--- src/rtl/icache_refill_ctrl.sv ---
`default_nettype none
// ============================================================================
// Module      : icache_refill_ctrl
// Description : I-cache line refill sequencer. Requests a 4-word burst for a
//               missed line, writes every beat into the data array, forwards
//               the critical word as it arrives and commits the tag/valid
//               entry only once all four words are in place.
// Revision    : 1.0 - initial release
// ============================================================================
module icache_refill_ctrl #(
  parameter int TIMEOUT_CYCLES = 256
) (
  input  logic        clk,
  input  logic        rst_n,
  input  logic        miss_valid,
  input  logic [31:0] miss_addr,
  output logic        miss_ready,
  output logic        mem_req,
  output logic [31:0] mem_addr,
  input  logic        mem_gnt,
  input  logic        mem_rvalid,
  input  logic [31:0] mem_rdata,
  input  logic        mem_rerr,
  output logic        dwr_en,
  output logic [5:0]  dwr_index,
  output logic [1:0]  dwr_offset,
  output logic [31:0] dwr_data,
  output logic        tag_we,
  output logic [5:0]  tag_index,
  output logic [21:0] tag_value,
  output logic        fwd_valid,
  output logic [31:0] fwd_data,
  output logic        refill_done,
  output logic        refill_err,
  output logic        busy
);

  localparam int                 c_TMO_W   = $clog2(TIMEOUT_CYCLES);
  localparam logic [c_TMO_W-1:0] c_TMO_MAX = c_TMO_W'(TIMEOUT_CYCLES - 1);

  typedef enum logic [2:0] {
    S_IDLE   = 3'd0,
    S_REQ    = 3'd1,
    S_BEAT   = 3'd2,
    S_COMMIT = 3'd3,
    S_ERR    = 3'd4
  } state_t;

  state_t               r_state;
  state_t               w_state_nxt;
  logic [31:2]          r_addr;     // byte-offset bits never matter for a word fetch
  logic [1:0]           r_beat;
  logic [c_TMO_W-1:0]   r_tmo;
  logic                 w_beat_ok;
  logic                 w_tmo_hit;
  logic                 w_unused;

  assign w_beat_ok = mem_rvalid & ~mem_rerr;
  assign w_tmo_hit = (r_tmo == c_TMO_MAX);
  assign w_unused  = ^miss_addr[1:0];

  // State register; reset drops every strobe at once since outputs decode the state
  always_ff @(posedge clk or negedge rst_n) begin
    if (!rst_n) begin
      r_state <= S_IDLE;
    end else begin
      r_state <= w_state_nxt;
    end
  end

  // Latched miss address, beat counter and no-progress timeout counter
  always_ff @(posedge clk or negedge rst_n) begin
    if (!rst_n) begin
      r_addr <= '0;
      r_beat <= '0;
      r_tmo  <= '0;
    end else begin
      case (r_state)
        S_IDLE: begin
          r_tmo <= '0;
          if (miss_valid) begin
            r_addr <= miss_addr[31:2];
          end
        end
        S_REQ: begin
          if (mem_gnt) begin
            r_beat <= '0;
            r_tmo  <= '0;
          end else begin
            r_tmo <= r_tmo + c_TMO_W'(1);
          end
        end
        S_BEAT: begin
          if (w_beat_ok) begin
            r_beat <= r_beat + 2'd1;
            r_tmo  <= '0;
          end else if (!mem_rvalid) begin
            r_tmo <= r_tmo + c_TMO_W'(1);
          end
        end
        default: begin
        end
      endcase
    end
  end

  // Next-state decode and all outputs; beat data passes straight through to the array
  always_comb begin
    w_state_nxt = r_state;
    miss_ready  = 1'b0;
    mem_req     = 1'b0;
    mem_addr    = '0;
    dwr_en      = 1'b0;
    dwr_index   = '0;
    dwr_offset  = '0;
    dwr_data    = '0;
    tag_we      = 1'b0;
    tag_index   = '0;
    tag_value   = '0;
    fwd_valid   = 1'b0;
    fwd_data    = '0;
    refill_done = 1'b0;
    refill_err  = 1'b0;
    busy        = (r_state != S_IDLE);
    case (r_state)
      S_IDLE: begin
        miss_ready = miss_valid;
        if (miss_valid) begin
          w_state_nxt = S_REQ;
        end
      end
      S_REQ: begin
        mem_req  = 1'b1;
        mem_addr = {r_addr[31:4], 4'b0000};
        if (mem_gnt) begin
          w_state_nxt = S_BEAT;
        end else if (w_tmo_hit) begin
          w_state_nxt = S_ERR;
        end
      end
      S_BEAT: begin
        if (mem_rvalid) begin
          if (mem_rerr) begin
            w_state_nxt = S_ERR;
          end else begin
            dwr_en     = 1'b1;
            dwr_index  = r_addr[9:4];
            dwr_offset = r_beat;
            dwr_data   = mem_rdata;
            if (r_beat == r_addr[3:2]) begin
              fwd_valid = 1'b1;
              fwd_data  = mem_rdata;
            end
            if (r_beat == 2'd3) begin
              w_state_nxt = S_COMMIT;
            end
          end
        end else if (w_tmo_hit) begin
          w_state_nxt = S_ERR;
        end
      end
      S_COMMIT: begin
        // The tag goes valid only now, after all four words are written
        tag_we      = 1'b1;
        refill_done = 1'b1;
        tag_index   = r_addr[9:4];
        tag_value   = r_addr[31:10];
        w_state_nxt = S_IDLE;
      end
      S_ERR: begin
        refill_err  = 1'b1;
        w_state_nxt = S_IDLE;
      end
      default: begin
        w_state_nxt = S_IDLE;
      end
    endcase
  end

endmodule
`default_nettype wire
--- config.mk ---
export PLATFORM = sky130hd
export DESIGN_NAME = icache_refill_ctrl
export DESIGN_NICKNAME = d
export VERILOG_FILES = /design/src/rtl/icache_refill_ctrl.sv
export SDC_FILE = /design/constraint.sdc
export NUM_CORES = 1
export LEC_CHECK = 0
export CAP_MARGIN = 20
export CORE_UTILIZATION = 35
export DETAILED_ROUTE_END_ITERATION = 16
export PLACE_DENSITY = 0.81
export SYNTH_ARGS = -nofsm -noshare
export SYNTH_HDL_FRONTEND = slang
export SYNTH_SLANG_ARGS = --single-unit
--- constraint.sdc ---
create_clock -name clk -period 2.1 [get_ports clk]
set_input_delay 0.21 -clock clk [delete_from_list [all_inputs] [get_ports clk]]
set_output_delay 0.21 -clock clk [all_outputs]
set_load 0.05 [all_outputs]
==> metrics.cfg <==
[outcome]
status = complete, no violations

[clock_network]
cts_buffer_depth = 2
clkSinkCount = 43
cts_tree = done
insertion_delay_ps = 310
path_clk_slew_ps = 80
cts-root-buf = clkbuf_8
htreeDepth = 2
cts_buffers = 5

[placement]
place_area_um2 = 6360
io_buffers = 203
dp_slack_ps = 83.3
gp_congestion = 0.946
dp_cells = 601
dpl.hpwl_um = 9500

[synthesis]
synth_warnings = 0
synth_area_um2 = 2890
syn_area_per_cell_um2 = 9.41
ys_seq_area_share_pct = 37.3
netlist_instances = 307
synth_seq_cells = 43
synth.distinct_cells = 41

[global_route]
grt_overflow = 0
grt_pass1_wl_um = 19700
grt_antenna_before_repair = 0
grt_max_degree = 48
grt_pass1_vias = 3438
grt.total_usage_pct = 30.2

[sta]
tightestPinTransition_ps = 651
fmax_mhz = 484
period_minus_slack_ps = 2070
fin_crit_sh_pct = 98.4
hold_ws_ps = 458
fin_ws_ps = 34.1
setup_viol = 0
skew_ps = 7.20
slew_headroom_pct = 56.6
final-hold-violation-count = 0
drv_slew = 0

[route]
drt_iter0_markers = 198
ant_nets = 0
drt_pass1_iterations = 6
vias = 3305
routed_wl_um = 13900
drc = 0
routedWlPerCell_um = 22.6
viasPerCell = 5.35

[power_and_ir_drop]
p_per_area_nw_per_um2 = 1170
p_sw_share_pct = 47.1
pwr-share-comb_pct = 70.3
ir_drop_v = 0.000959
power.clock.fraction_pct = 10.2
switchingPower_uw = 3620
p_leak_uw = 0.00290
pwr-share-seq_pct = 19.5
p_int_uw = 4060

[floorplanning]
core_um2 = 7850
ios = 210
die_area_um2 = 8620
initial_core_util_pct = 36.8
dieHeight_um = 92.8
die_w_um = 92.8
rows = 32

[layout]
antennaDiodeCount = 0
final_common_cell = buf_12
drive_gt1_share_pct = 33.5
fillerInstances = 386
final_cell_mix = 136 x buf_12, 100 x and2_1, 66 x clkdlybuf4s50_1, 41 x dfrtp_1, 33 x and3_1
nets = 587
areaGrowthSynthToFinish_pct = 128
layout.cells.non_filler = 618
final_cell_area_um2 = 6590

[setup_path]
critPathRequiredTime_ps = 1890
critPathBufInv = 3
crit_fanout = 7
crit_path_cell_trace = buf_4, nor3b_4, buf_2, and2_1, buf_12
slowest_stage = dfrtp_2
end_kind = output pin
path_class = register to output pin
cp_top_family = buffers and inverters
startpoint_type = register
arrival_ps = 1860
cp_slowest_stage_delay_ps = 440

[hold_path]
hp-class = primary input to asynchronous set/reset pin

[job]
cap_violations = 0

==> cell usage after synthesis <==
| library cell | count | area (µm²) |
|---|---|---|
| mux2_1 | 30 | 338 |
| and2_1 | 100 | 626 |
| nor2_8 | 1 | 20.0 |
| dfrtp_1 | 43 | 1080 |
| nor2_1 | 6 | 22.5 |
| o21ai_1 | 4 | 20.0 |
| clkbuf_1 | 11 | 41.3 |
| nor3b_1 | 3 | 22.5 |
| or3_4 | 1 | 11.3 |
| buf_6 | 3 | 33.8 |
| and4_1 | 1 | 8.76 |
| o31ai_1 | 1 | 7.51 |
| a2111oi_0 | 1 | 8.76 |
| ha_1 | 2 | 25.0 |
| buf_2 | 9 | 45.0 |
| a41o_1 | 1 | 10.0 |
| nor2b_1 | 2 | 12.5 |
| a311o_1 | 3 | 30.0 |
| a2bb2oi_1 | 2 | 17.5 |
| conb_1 | 1 | 3.75 |
| inv_1 | 3 | 11.3 |
| xor2_1 | 3 | 26.3 |
| buf_4 | 5 | 37.5 |
| nor4b_1 | 1 | 8.76 |
| nand2b_1 | 1 | 6.26 |
| nand2_1 | 8 | 30.0 |
| nand3_1 | 3 | 15.0 |
| nor3b_2 | 1 | 12.5 |
| or2_1 | 1 | 6.26 |
| and3b_1 | 1 | 8.76 |
| a32oi_1 | 1 | 8.76 |
| a21oi_1 | 5 | 25.0 |
| o21bai_1 | 1 | 7.51 |
| a211o_1 | 1 | 8.76 |
| nand4_1 | 2 | 12.5 |
| nor3_1 | 4 | 20.0 |
| nand3b_1 | 2 | 15.0 |
| a22oi_2 | 1 | 12.5 |
| and3_1 | 34 | 213 |
| o21ai_0 | 2 | 10.0 |
| or3_1 | 2 | 12.5 |
==> final timing paths <==
check / start / end / slack [ps] / cells past startpoint
setup / recovery: r_state[2]$_DFFE_PN0P_ / mem_addr[20] / 30 / 5
hold reg to reg: r_addr[24]$_DFFE_PN0P_ / r_addr[24]$_DFFE_PN0P_ / 510 / 1
setup reg to reg: r_state[2]$_DFFE_PN0P_ / r_state[0]$_DFFE_PN0P_ / 70 / 5
max in group asynchronous: rst_n / r_state[0]$_DFFE_PN0P_ / 1030 / 3
hold / removal: rst_n / r_addr[24]$_DFFE_PN0P_ / 460 / 2
min in group clk: miss_addr[14] / r_addr[14]$_DFFE_PN0P_ / 490 / 2
==> sequential cells by signal, indices dropped and copies added (netlist names) <==
name and cells:
r_addr 30, r_beat 2, r_state 3, r_tmo 8
==> worst reg2reg max path, cell delays in order, from the launching register on <==
cell	delay (ps)
dfrtp_2	440
buf_4	180
nor3b_4	280
buf_2	300
a32oi_1	160
a2111oi_0	510
==> metrics by stage <==
stage                     total power, µW  utilization (%)  setup TNS [ps]
after CTS                            7530             83.3               0
after floorplan                      4060                -               0
after detailed placement             6620             81.1               0
final                                7690             84.0               0
after global placement               6410             81.1               0
after global routing                 7930             84.0            -490
==> layer usage <==
layer | wire length [µm] | global-route usage (%) | vias to the layer above | share of wire, %
li1 | - | - | 1447 | -
met1 | 4660 | 30.6 | 1594 | 33
met2 | 7680 | 58.3 | 221 | 55
met3 | 1070 | 7.55 | 43 | 7.7
met4 | 519 | 11.9 | 0 | 3.7
met5 | 0 | 0 | - | 0
==> area by class of cell <==
class                      count  area, µm²  area share [%]
clock buffer                   6       72.6            1.10
clock inverter                 2       60.1           0.911
inverter                       3       11.3           0.171
multi-input combinational    236       1670            25.3
sequential                    43       1080            16.4
tap                          102        128            1.94
timing repair buffer         226       3580            54.3
==> power by group through the flow <==
stage / clock, µW / sequential (µW) / combinational (µW)
final: 782 / 1500 / 5400
after detailed placement: 0 / 1460 / 5160
after global placement: 0 / 1410 / 5000
after global routing: 825 / 1540 / 5570
after floorplan: 0 / 1340 / 2720
after CTS: 784 / 1470 / 5280
==> cell families (layout without fill, tap and decap cells) <==
group           Yosys count  after routing  synth area share (%)
simple gates            174            174                  37.5
flops                    43             43                  37.3
buf+inv                  31            237                  5.85
mux                      30             30                  11.7
compound gates           23             23                  5.76
xor+xnor                  3              3                 0.910
fa+ha+maj                 2              2                 0.866
other cells               1              4                 0.130
==> what timing repair did <==
item | CTS | global route
pin swaps | 0 | 1
hold endpoints to repair | 25 | 0
resized for setup | 6 | 3
buffers inserted | 1 | 5
cloned | 1 | 1
endpoints found under the setup margin | 43 | 84
hold buffers | 1 | 0
No activity file was read; power rests on OpenSTA's default activity.
